===== src/rtl/pipe_ctrl_pkg.sv =====
// Shared types and constants for the pipeline sequencing controller.
package pipe_ctrl_pkg;

    localparam int unsigned REG_W = 5;

    localparam logic [REG_W-1:0] REG_ZERO = 5'd0;

    typedef enum logic [1:0] {
        RUN      = 2'd0,
        LD_STALL = 2'd1,
        LONG_OP  = 2'd2
    } state_t;

    // Per-stage enable/flush bundle driven to the pipeline registers.
    typedef struct packed {
        logic pc_en;
        logic if_id_en;
        logic if_id_flush;
        logic id_ex_en;
        logic id_ex_flush;
        logic ex_mem_en;
        logic ex_mem_flush;
    } pipe_ctrl_t;

    localparam pipe_ctrl_t CTRL_DEFAULT = '{
        pc_en: 1'b1, if_id_en: 1'b1, if_id_flush: 1'b0,
        id_ex_en: 1'b1, id_ex_flush: 1'b0,
        ex_mem_en: 1'b1, ex_mem_flush: 1'b0
    };

    localparam pipe_ctrl_t CTRL_RESET = '{
        pc_en: 1'b0, if_id_en: 1'b0, if_id_flush: 1'b1,
        id_ex_en: 1'b0, id_ex_flush: 1'b1,
        ex_mem_en: 1'b0, ex_mem_flush: 1'b1
    };

    localparam pipe_ctrl_t CTRL_FREEZE = '{
        pc_en: 1'b0, if_id_en: 1'b0, if_id_flush: 1'b0,
        id_ex_en: 1'b0, id_ex_flush: 1'b0,
        ex_mem_en: 1'b0, ex_mem_flush: 1'b0
    };

    // Front of the pipe holds while EX is busy; a bubble drains into MEM.
    localparam pipe_ctrl_t CTRL_LONG = '{
        pc_en: 1'b0, if_id_en: 1'b0, if_id_flush: 1'b0,
        id_ex_en: 1'b0, id_ex_flush: 1'b0,
        ex_mem_en: 1'b1, ex_mem_flush: 1'b1
    };

    localparam pipe_ctrl_t CTRL_BRANCH = '{
        pc_en: 1'b1, if_id_en: 1'b1, if_id_flush: 1'b1,
        id_ex_en: 1'b1, id_ex_flush: 1'b1,
        ex_mem_en: 1'b1, ex_mem_flush: 1'b0
    };

    localparam pipe_ctrl_t CTRL_LD_STALL = '{
        pc_en: 1'b0, if_id_en: 1'b0, if_id_flush: 1'b0,
        id_ex_en: 1'b1, id_ex_flush: 1'b1,
        ex_mem_en: 1'b1, ex_mem_flush: 1'b0
    };

endpackage


===== src/rtl/load_use_detect.sv =====
// Load-use hazard compare between the ID source registers and the EX load destination.
module load_use_detect
    import pipe_ctrl_pkg::*;
(
    input  logic [REG_W-1:0] rs1_id,
    input  logic [REG_W-1:0] rs2_id,
    input  logic             use_rs1_id,
    input  logic             use_rs2_id,
    input  logic [REG_W-1:0] rd_ex,
    input  logic             MemREAD_ex,
    output logic             hz_c
);

    logic rs1_match;
    logic rs2_match;

    assign rs1_match = use_rs1_id && (rs1_id == rd_ex);
    assign rs2_match = use_rs2_id && (rs2_id == rd_ex);

    // x0 is never written, so a load targeting it cannot create a dependency.
    assign hz_c = MemREAD_ex && (rd_ex != REG_ZERO) && (rs1_match || rs2_match);

endmodule


===== src/rtl/pipe_hazard_ctrl.sv =====
// Pipeline enable/flush sequencer: load-use stall, branch redirect, long-op hold, memory freeze.
// Optional PIPE_PERF_CNT_EN adds stall_cycles / flush_events counters.
module pipe_hazard_ctrl
    import pipe_ctrl_pkg::*;
#(
    parameter int unsigned LONG_LAT = 4
) (
    input  logic             clk,
    input  logic             rst_n,
    input  logic [REG_W-1:0] rs1_id,
    input  logic [REG_W-1:0] rs2_id,
    input  logic             use_rs1_id,
    input  logic             use_rs2_id,
    input  logic [REG_W-1:0] rd_ex,
    input  logic             MemREAD_ex,
    input  logic             branch_taken_ex,
    input  logic             long_op_ex,
    input  logic             dmem_busy,
    output logic             pc_en,
    output logic             if_id_en,
    output logic             if_id_flush,
    output logic             id_ex_en,
    output logic             id_ex_flush,
    output logic             ex_mem_en,
    output logic             ex_mem_flush
`ifdef PIPE_PERF_CNT_EN
    ,
    output logic [31:0]      stall_cycles,
    output logic [31:0]      flush_events
`endif
);

    localparam int unsigned CNT_W = $clog2(LONG_LAT);
    localparam logic [CNT_W-1:0] CNT_LOAD = CNT_W'(LONG_LAT - 2);

    state_t           state_q;
    state_t           state_d;
    logic [CNT_W-1:0] cnt_q;
    logic [CNT_W-1:0] cnt_d;
    logic             hz_c;
    pipe_ctrl_t       ctrl_c;

    load_use_detect u_load_use_detect (
        .rs1_id     (rs1_id),
        .rs2_id     (rs2_id),
        .use_rs1_id (use_rs1_id),
        .use_rs2_id (use_rs2_id),
        .rd_ex      (rd_ex),
        .MemREAD_ex (MemREAD_ex),
        .hz_c       (hz_c)
    );

    // State and long-op counter registers.
    always_ff @(posedge clk) begin
        if (!rst_n) begin
            state_q <= RUN;
            cnt_q   <= '0;
        end else begin
            state_q <= state_d;
            cnt_q   <= cnt_d;
        end
    end

    // Mealy next-state and control decode.
    always_comb begin
        ctrl_c  = CTRL_DEFAULT;
        state_d = state_q;
        cnt_d   = cnt_q;

        if (!rst_n) begin
            ctrl_c  = CTRL_RESET;
            state_d = RUN;
            cnt_d   = '0;
        end else begin
            unique case (state_q)
                RUN, LD_STALL: begin
                    if (dmem_busy) begin
                        ctrl_c = CTRL_FREEZE;
                    end else if (long_op_ex) begin
                        ctrl_c  = CTRL_LONG;
                        cnt_d   = CNT_LOAD;
                        state_d = LONG_OP;
                    end else if (branch_taken_ex) begin
                        ctrl_c  = CTRL_BRANCH;
                        state_d = RUN;
                    end else if (hz_c && (state_q == RUN)) begin
                        // The re-issued instruction picks up the load result via MEM forwarding.
                        ctrl_c  = CTRL_LD_STALL;
                        state_d = LD_STALL;
                    end else begin
                        state_d = RUN;
                    end
                end
                LONG_OP: begin
                    if (dmem_busy) begin
                        ctrl_c = CTRL_FREEZE;
                    end else if (cnt_q != '0) begin
                        ctrl_c = CTRL_LONG;
                        cnt_d  = cnt_q - CNT_W'(1);
                    end else begin
                        state_d = RUN;
                    end
                end
                default: begin
                    state_d = RUN;
                    cnt_d   = '0;
                end
            endcase
        end
    end

    assign pc_en        = ctrl_c.pc_en;
    assign if_id_en     = ctrl_c.if_id_en;
    assign if_id_flush  = ctrl_c.if_id_flush;
    assign id_ex_en     = ctrl_c.id_ex_en;
    assign id_ex_flush  = ctrl_c.id_ex_flush;
    assign ex_mem_en    = ctrl_c.ex_mem_en;
    assign ex_mem_flush = ctrl_c.ex_mem_flush;

`ifdef PIPE_PERF_CNT_EN
    // Free-running event counters, wrapping modulo 2^32.
    always_ff @(posedge clk) begin
        if (!rst_n) begin
            stall_cycles <= '0;
            flush_events <= '0;
        end else begin
            if (!ctrl_c.pc_en) begin
                stall_cycles <= stall_cycles + 32'd1;
            end
            if (ctrl_c.if_id_flush) begin
                flush_events <= flush_events + 32'd1;
            end
        end
    end
`endif

endmodule


===== config.mk =====
export PLATFORM = sky130hd
export DESIGN_NAME = pipe_hazard_ctrl
export DESIGN_NICKNAME = d
export VERILOG_FILES = /design/src/rtl/pipe_ctrl_pkg.sv /design/src/rtl/load_use_detect.sv /design/src/rtl/pipe_hazard_ctrl.sv
export SDC_FILE = /design/constraint.sdc
export NUM_CORES = 1
export LEC_CHECK = 0
export BUFFER_PORTS_ARGS = -buffer_cell sky130_fd_sc_hd__clkbuf_2
export CAP_MARGIN = 40
export CORE_AREA = 2 2 39 41
export DETAILED_ROUTE_END_ITERATION = 8
export DIE_AREA = 0 0 41 43
export MAX_ROUTING_LAYER = met4
export PLACE_DENSITY_LB_ADDON = 0.15
export SYNTH_ARGS = -nofsm -noshare
export SYNTH_HDL_FRONTEND = slang
export SYNTH_SLANG_ARGS = --single-unit

===== constraint.sdc =====
create_clock -name clk -period 2.1 [get_ports clk]
set_input_delay 0.21 -clock clk [delete_from_list [all_inputs] [get_ports clk]]
set_output_delay 0.21 -clock clk [all_outputs]
set_load 0.01 [all_outputs]

==> results.yml, run 1 <==
global_route:
  grt_use_total: 0.140
  grt_pass1_vias: 440
  grt_max_degree: 10
  antenna_found_initial: 0
  grt_pass1_wl_mm: 1.68
  overflow: 0
sta:
  hold_ws_ns: 0.273
  setup_viol: 0
  final.setup.tns_ns: 0
  hold_viol_final: 0
  max_slew_margin: 0.801
  fmax_mhz: 576
  setup_ws_ns: 0.364
  timing.final.crit_period_ns: 1.74
  worst_pin_slew_ns: 0.298
  slew_violations: 0
  post-route-period-util: 0.827
  finClkSkew_ns: 0.00197
  rsz0062_at_grt: "no"
synth:
  synth_area_um2: 433
  yosysTopAreaCellShare: 0.185
  synth_ff_type: "dfxtp_1"
  syn_nets: 82
  async_reset_ff_frac: 0
  synth_cells: 58
  synth-edff-count: 0
  ys_ff_latch: 4
  synth_seq_area_share: 0.185
  syn_avg_cell_area_um2: 7.46
  synth_cell_types: 27
  synth_top_cells_by_area: "dfxtp_1, xor2_1, nor2_1"
  post-synth-top-area-cell: "dfxtp_1"
  yosysWarnings: 0
pwr:
  p_int_w: 0.000189
  combPwrFrac: 0.341
  seq_power_share: 0.315
  clkPwrFrac: 0.344
  leakagePower_nw: 0.290
  p_sw_w: 0.0000764
  switching_share: 0.288
  irDropWorstVdd_v: 0.000221
  power_density_nw_per_um2: 440
detailed_routing:
  post-route-drc-count: 0
  firstDrtPassIters: 3
  antenna_left: 0
  wl_per_cell_um: 9.74
  wl_mm: 1.01
  via_per_inst: 4.80
  vias: 499
  first_iter_violations: 8
cts:
  postCtsHoldBufs: 0
  cts_tree: "built"
  cts.clk_slew.worst_paths_ns: 0.03
  cts.sinks: 4
  cts_buffers: 3
  postCtsResizedCells: 0
  cts-root-buf: "clkbuf_4"
  clock_latency_ns: 0.23
  htreeDepth: 1
  cts_setup_buffers: 0
  cts_buffer_depth: 2
cells_and_area:
  drive_gt1_frac: 0.386
  n_antenna_cell: 0
  design_area_um2: 602
  area_growth_pct: 39.0
  final_common_cell: "clkbuf_2"
  nets: 114
  mostFrequentLayoutCells: "clkbuf_2, nor2_1, xor2_1, inv_1, a21oi_1"
  fin_cells: 104
die:
  ioPinCount: 30
  core_region_area_um2: 1380
  die_h_um: 43
  rows: 14
  die_w_um: 41
  dieArea_um2: 1760
  initial_core_util: 0.313
place:
  placed_cell_area_um2: 579
  dp_cells: 101
  port_buffers: 29
  post-place-ws_ns: 0.476
  detailed_place_hpwl_um: 863
  gp_congestion: 0.756
min_path:
  hold_class: "input pin to register"
  whs_path_depth: 3
setup_path:
  cpPeakStageDelay_ns: 0.38
  worstRegToRegCells: 3
  critPathMaxFanout: 9
  worstPathCellList: "or2b_1, a21oi_1, a211oi_1, o31a_1, clkbuf_2"
  required_ns: 1.89
  worstSetupEndpointType: "output pin"
  arrival_ns: 1.53
  r2r_slack_ns: 0.65
  critPathLaunchType: "register"
  cp_slowest_cell: "dfxtp_1"
  worstSetupPathType: "register to output pin"
job:
  drv_cap: 0
outcome:
  outcome: "finished clean"
[power groups by stage]
stage / clock, W / combinational [W] / sequential, W
global placement: 0 / 0.0000921 / 0.0000846
global route: 0.000106 / 0.000102 / 0.0000839
floorplan: 0 / 0.0000546 / 0.0000820
detailed placement: 0 / 0.0000913 / 0.0000846
CTS: 0.0000978 / 0.0000916 / 0.0000835
finish: 0.0000912 / 0.0000903 / 0.0000834
[kinds of logic (layout without fill, tap and decap cells)]
logic type | Yosys count | in the layout | synth area share
simple gates | 19 | 19 | 0.246
fa+ha+maj | 1 | 1 | 0.0289
xor+xnor | 10 | 10 | 0.202
buf+inv | 8 | 38 | 0.0954
mux | 1 | 1 | 0.0231
compound gates | 15 | 15 | 0.220
flops | 4 | 4 | 0.185
[stage by stage]
| step | util | total power [W] |
|---|---|---|
| after floorplan | - | 0.000137 |
| after global placement | 0.419 | 0.000177 |
| after detailed placement | 0.419 | 0.000176 |
| after CTS | 0.435 | 0.000273 |
| after global routing | 0.435 | 0.000292 |
| final | 0.435 | 0.000265 |
[cell usage after synthesis, drive strengths merged, types with 2 or more instances]
master  instances
xnor2           2
nor2            8
o21ai           3
xor2            8
a21oi           5
or4             2
nor4            2
dfxtp           4
buf             2
a211oi          2
inv             6
[final timing paths]
kind	startpoint	endpoint
worst max-delay path	state_q[1]	if_id_en
worst min-delay path	rst_n	state_q[0]
worst max register to register	state_q[1]	state_q[0]
worst min register to register	cnt_q[1]	cnt_q[1]
[layout make-up]
type / instances / area, um^2
fillers: 150 / 782
multi-input cells: 46 / 312
repair buffers: 29 / 145
flip-flops and latches: 4 / 80.1
clock buffers: 3 / 22.5
inverters: 6 / 22.5
well taps: 16 / 20.0
[flip-flops by register name (all words and copies together), names as in the netlist]
signal	flops
state_q	2
cnt_q	2
[per-layer routing]
metal,wire length [um],vias to the layer above,global-route usage,share of wire
met4,0,0,0.0400,0
met2,443,16,0.181,0.44
li1,-,266,-,-
met5,0,-,-,0
met3,69,0,0.0628,0.068
met1,500,217,0.193,0.49
[critical path: cells and delay by family, from the launching register on]
| family | cells | cell delay, ns |
|---|---|---|
| AO/OA/AOI/OAI | 3 | 0.57 |
| buffers and inverters | 1 | 0.13 |
| flip-flops | 1 | 0.38 |
| AND/OR/NAND/NOR | 1 | 0.22 |
Power figures use the tool's default switching activity.
==> run 2, diff against run 1 <==
- ABC_AREA: unset -> 1
- clock period: 2.1 -> 1.75 ns (I/O delays scaled with it)
==> run 2 against run 1 <==
Against the previous run:
- clock skew about the same
- utilization rose by 8.1 points
- critical path depth is 4 higher
- die area unchanged
- non-clock buffer count unchanged
- clock-buffer cell count is the same
- clock power up 23%
- sequential share of layout area decreased by 2.1 points
- total power grew 35%
- area after synthesis up 23%
- worst setup slack worse by 0.16 ns
- synthesized cell count increased by 78%
==> results.yml, run 2 <==
outcome:
  outcome: "finished clean"
global_route:
  overflow: 0
  grt_max_degree: 6
  grt_pass1_wl_mm: 1.91
  antenna_found_initial: 0
  grt_pass1_vias: 595
  grt_use_total: 0.166
synth:
  synth_cells: 103
  syn_avg_cell_area_um2: 5.19
  yosysWarnings: 0
  synth_ff_type: "dfxtp_1"
  syn_nets: 127
  synth_top_cells_by_area: "nand2_1, dfxtp_1, inv_1"
  synth_area_um2: 534
  async_reset_ff_frac: 0
  synth_cell_types: 20
  synth_seq_area_share: 0.150
  synth-edff-count: 0
  synth_most_common_cell: "nand2_1"
  ys_ff_latch: 4
  synth_commonest_cells: "nand2_1, inv_1, nor2_1"
  yosysTopAreaCellShare: 0.253
  post-synth-top-area-cell: "nand2_1"
detailed_routing:
  first_iter_violations: 5
  antenna_left: 0
  via_per_inst: 4.50
  post-route-drc-count: 0
  wl_mm: 1.22
  wl_per_cell_um: 8.14
  firstDrtPassIters: 4
  vias: 675
sta:
  hold_viol_final: 0
  fmax_mhz: 646
  rsz0062_at_grt: "no"
  timing.final.crit_period_ns: 1.55
  finClkSkew_ns: 0.00160
  setup_viol: 0
  slew_violations: 0
  post-route-period-util: 0.885
  final.setup.tns_ns: 0
  max_slew_margin: 0.849
  worst_pin_slew_ns: 0.227
pwr:
  irDropWorstVdd_v: 0.000328
  power_density_nw_per_um2: 500
  leakagePower_nw: 0.463
cts:
  htreeDepth: 1
  cts_buffer_depth: 2
  cts_buffers: 3
  cts-root-buf: "clkbuf_4"
  postCtsResizedCells: 0
  cts.sinks: 4
  postCtsHoldBufs: 0
  cts_setup_buffers: 0
  cts_tree: "built"
  cts.clk_slew.worst_paths_ns: 0.03
  clock_latency_ns: 0.23
die:
  initial_core_util: 0.386
  core_region_area_um2: 1380
  ioPinCount: 30
  rows: 14
  die_w_um: 41
  die_h_um: 43
  dieArea_um2: 1760
cells_and_area:
  drive_gt1_frac: 0.358
  final_common_cell: "nand2_1"
  nets: 160
  mostFrequentLayoutCells: "nand2_1, clkbuf_2, inv_1, nor2_1, inv_2"
  biggestRegsByFlops: "cnt_q (2), state_q (2)"
  area_growth_pct: 33.7
  n_antenna_cell: 0
  final_core_util: 0.516
setup_path:
  worstSetupPathType: "register to output pin"
  r2r_start: "state_q[0]"
  r2r_end: "cnt_q[0]"
  critPathLaunchType: "register"
  critPathMaxFanout: 3
  arrival_ns: 1.37
  worstSetupEndpointType: "output pin"
  r2r_slack_ns: 0.65
  required_ns: 1.57
  worstRegToRegCells: 5
min_path:
  hold_end: "cnt_q[1]"
  hold_class: "input pin to register"
  min_from: "rst_n"
  whs_path_depth: 3
place:
  port_buffers: 29
  gp_congestion: 0.725
  detailed_place_hpwl_mm: 1.10
job:
  drv_cap: 0
[run 2: cell count changes after synthesis, moves of 4 or more]
| cell | change |
|---|---|
| xor2_1 | -8 |
| inv_2 | +6 |
| nand2_1 | +35 |
| nor2_1 | +4 |
| inv_1 | +12 |
| nand3_1 | +5 |
[run 2: worst max path at each step]
| stage | cells after the start | slack (ns) | endpoint | from |
|---|---|---|---|---|
| floorplan | 9 | 0.41 | pc_en | cnt_q[0] |
| global placement | 9 | 0.47 | pc_en | cnt_q[0] |
| detailed placement | 9 | 0.44 | pc_en | cnt_q[0] |
| CTS | 9 | 0.19 | pc_en | cnt_q[0] |
| global route | 9 | 0.02 | pc_en | state_q[1] |
| finish | 9 | 0.20 | pc_en | cnt_q[0] |
[run 2: cell families after synthesis]
logic type	Yosys count	share of synthesized area
adders and majority gates	1	0.0234
AOI/OAI and AO/OA	9	0.112
buffers and inverters	25	0.183
DFF	4	0.150
and+or+nand+nor	64	0.532
[run 2: per-layer routing]
layer / vias to the layer above / part of all wire / global-route usage
li1: 373 / - / -
met1: 280 / 0.36 / 0.110
met2: 18 / 0.56 / 0.319
met3: 4 / 0.059 / 0.0366
met4: 0 / 0.022 / 0.120
met5: - / 0 / -
[run 2: cell type report]
cell class                      instances  area [um^2]
Sequential cell                         4         80.1
Multi-Input combinational cell         74          357
Clock buffer                            3         22.5
Fill cell                             162          669
Inverter                               24         90.1
Tap cell                               16         20.0
Timing Repair Buffer                   29          145
[run 2: worst max-delay path: stages, from the launching register on]
cell	delay [ns]
dfxtp_1	0.29
inv_1	0.06
ha_1	0.22
nand2_2	0.08
nand2_1	0.06
a21oi_2	0.15
nor2_2	0.05
nand2_1	0.06
inv_1	0.04
clkbuf_2	0.12
[run 2: stage by stage]
stage          std cells  hold slack (ns)  worst slack (ns)  power, W  area, um^2
5_1_grt              150            0.241            0.0191  0.000395         714
2_1_floorplan        103            0.317             0.408  0.000194         534
4_1_cts              150            0.235             0.186  0.000366         714
6_report             150            0.226             0.201  0.000357         714
3_5_place_dp         147            0.472             0.443  0.000248         692
3_3_place_gp         147            0.451             0.467  0.000245         692
[run 2: power by group]
group	switching [W]	leakage [nW]	total [W]	internal (W)
Combinational	0.0000825	0.416	0.000143	0.0000605
Sequential	0.00000387	0.0329	0.000102	0.0000982
Clock	0.0000358	0.0138	0.000112	0.0000765
Total	0.000122	0.463	0.000357	0.000235
==> run 3, diff against run 2 <==
- GPL_TIMING_DRIVEN: unset -> 0
- SKIP_LAST_GASP: unset -> 1
==> run 3 against run 2 <==
Against the previous run:
- first-iteration DRC count shrank 40%
- hold slack gained 0.0069 ns
- utilization grew 1.4 points
- global-route usage shrank 1.0 points
- flip-flop and latch count is the same
- final area grew 2.6%
- clock power is essentially flat
- critical path depth grew 1
- critical endpoint unchanged
==> results.yml, run 3 (synthesized netlist as in run 2, its figures left out) <==
setup_path:
  setup.worst_path.start: "cnt_q[0]"
  required_ns: 1.57
  r2r_start: "cnt_q[0]"
  worstSetupPathType: "register to output pin"
  arrival_ns: 1.44
  worstRegToRegCells: 7
  r2r_end: "cnt_q[0]"
  crit_end: "pc_en"
  critPathMaxFanout: 3
  r2r_slack_ns: 0.64
  worstSetupEndpointType: "output pin"
  critPathLaunchType: "register"
min_path:
  min_from: "rst_n"
  hold_class: "input pin to register"
  whs_path_depth: 3
die:
  ioPinCount: 30
  die_w_um: 41
  die_h_um: 43
  initial_core_util: 0.386
  dieArea_um2: 1760
  rows: 14
  core_region_area_um2: 1380
cts:
  cts_buffer_depth: 2
  clock_latency_ns: 0.23
  cts.clk_slew.worst_paths_ns: 0.03
  cts-root-buf: "clkbuf_4"
  cts.sinks: 4
  htreeDepth: 1
  cts_tree: "built"
  cts_buffers: 3
global_route:
  grt_max_degree: 6
  antenna_found_initial: 0
  grt_pass1_vias: 552
  grt_pass1_wl_mm: 1.84
  grt_use_total: 0.156
  overflow: 0
pwr:
  switching_share: 0.333
  leakagePower_nw: 0.472
  power_density_nw_per_um2: 492
  clkPwrFrac: 0.301
  seq_power_share: 0.287
  irDropWorstVdd_v: 0.000323
  p_sw_w: 0.000120
  p_int_w: 0.000241
  combPwrFrac: 0.412
sta:
  timing.final.crit_period_ns: 1.62
  hold_viol_final: 0
  setup_viol: 0
  max_slew_margin: 0.844
  final.setup.tns_ns: 0
  rsz0062_at_grt: "no"
  worst_pin_slew_ns: 0.233
  fmax_mhz: 618
  finClkSkew_ns: 0.00193
  slew_violations: 0
  post-route-period-util: 0.924
detailed_routing:
  firstDrtPassIters: 4
  post-route-drc-count: 0
  first_iter_violations: 3
  antenna_left: 0
  wl_per_cell_um: 7.78
  via_per_inst: 4.42
  wl_mm: 1.18
  vias: 672
place:
  detailed_place_hpwl_mm: 1.07
  port_buffers: 29
  placed_cell_area_um2: 699
  gp_congestion: 0.731
cells_and_area:
  final_core_util: 0.530
  drive_gt1_frac: 0.390
  multiInputGateArea_um2: 359
  area_growth_pct: 37.2
  design_area_um2: 733
  n_antenna_cell: 0
  n_fill_cell: 149
  biggestRegsByFlops: "cnt_q (2), state_q (2)"
  nets: 162
  final_common_cell: "nand2_1"
  mostFrequentLayoutCells: "nand2_1, clkbuf_2, inv_1, nor2_1, inv_2"
  final-seq-area_um2: 81.3
job:
  drv_cap: 0
outcome:
  outcome: "finished clean"
run 3: cell count changes in the layout (fill, tap and decap cells not counted), sizes merged:
cell,previous run,this run
buf,0,2
run 3: per-layer routing:
layer	GRT usage	up-vias	share of wire	wire (um)
met5	-	-	0	0
li1	-	376	-	-
met1	0.133	284	0.40	477
met4	0.100	0	0	0
met2	0.275	12	0.54	638
met3	0.0366	0	0.056	66
run 3: worst min path at each step:
stage	endpoint	slack (ns)
after floorplan	cnt_q[1]	0.32
final	cnt_q[1]	0.23
after global placement	cnt_q[1]	0.45
after global routing	cnt_q[1]	0.25
after detailed placement	cnt_q[1]	0.46
after CTS	cnt_q[1]	0.23
run 3: layout make-up:
| class | instances | share of cell area |
|---|---|---|
| Sequential cell | 4 | 0.111 |
| Buffer | 1 | 0.0102 |
| Tap cell | 16 | 0.0273 |
| Clock buffer | 3 | 0.0307 |
| Timing Repair Buffer | 30 | 0.208 |
| Inverter | 24 | 0.123 |
| Multi-Input combinational cell | 74 | 0.490 |
run 3: repair_timing:
item                       4_1_cts  5_1_grt
setup endpoints to repair        0        1
hold buffers                     0        0
setup buffers                    0        1
hold endpoints to repair         0        0
resized for setup                0        3
run 3: power by group through the flow:
stage	combinational [W]	clock (W)	sequential, W
2_1_floorplan	0.0000915	0	0.000102
3_3_place_gp	0.000143	0	0.000103
3_5_place_dp	0.000146	0	0.000104
4_1_cts	0.000146	0.000118	0.000102
5_1_grt	0.000170	0.000119	0.000104
6_report	0.000149	0.000109	0.000103
run 3: per-stage QoR:
| stage | setup slack, ns | cells | total power [W] | hold WS, ns |
|---|---|---|---|---|
| floorplan | 0.408 | 103 | 0.000194 | 0.317 |
| global placement | 0.326 | 148 | 0.000246 | 0.445 |
| detailed placement | 0.314 | 148 | 0.000249 | 0.459 |
| CTS | 0.0538 | 151 | 0.000366 | 0.231 |
| global route | 0.00485 | 152 | 0.000393 | 0.253 |
| finish | 0.132 | 152 | 0.000360 | 0.233 |
run 3: critical path, stage by stage, from the launching register on:
cell      delay (ns)
dfxtp_1         0.31
inv_2           0.05
ha_2            0.17
nand2_2         0.06
nand2_1         0.06
a21oi_2         0.17
nor2_2          0.05
nand2_1         0.06
inv_1           0.04
buf_4           0.12
clkbuf_2        0.12
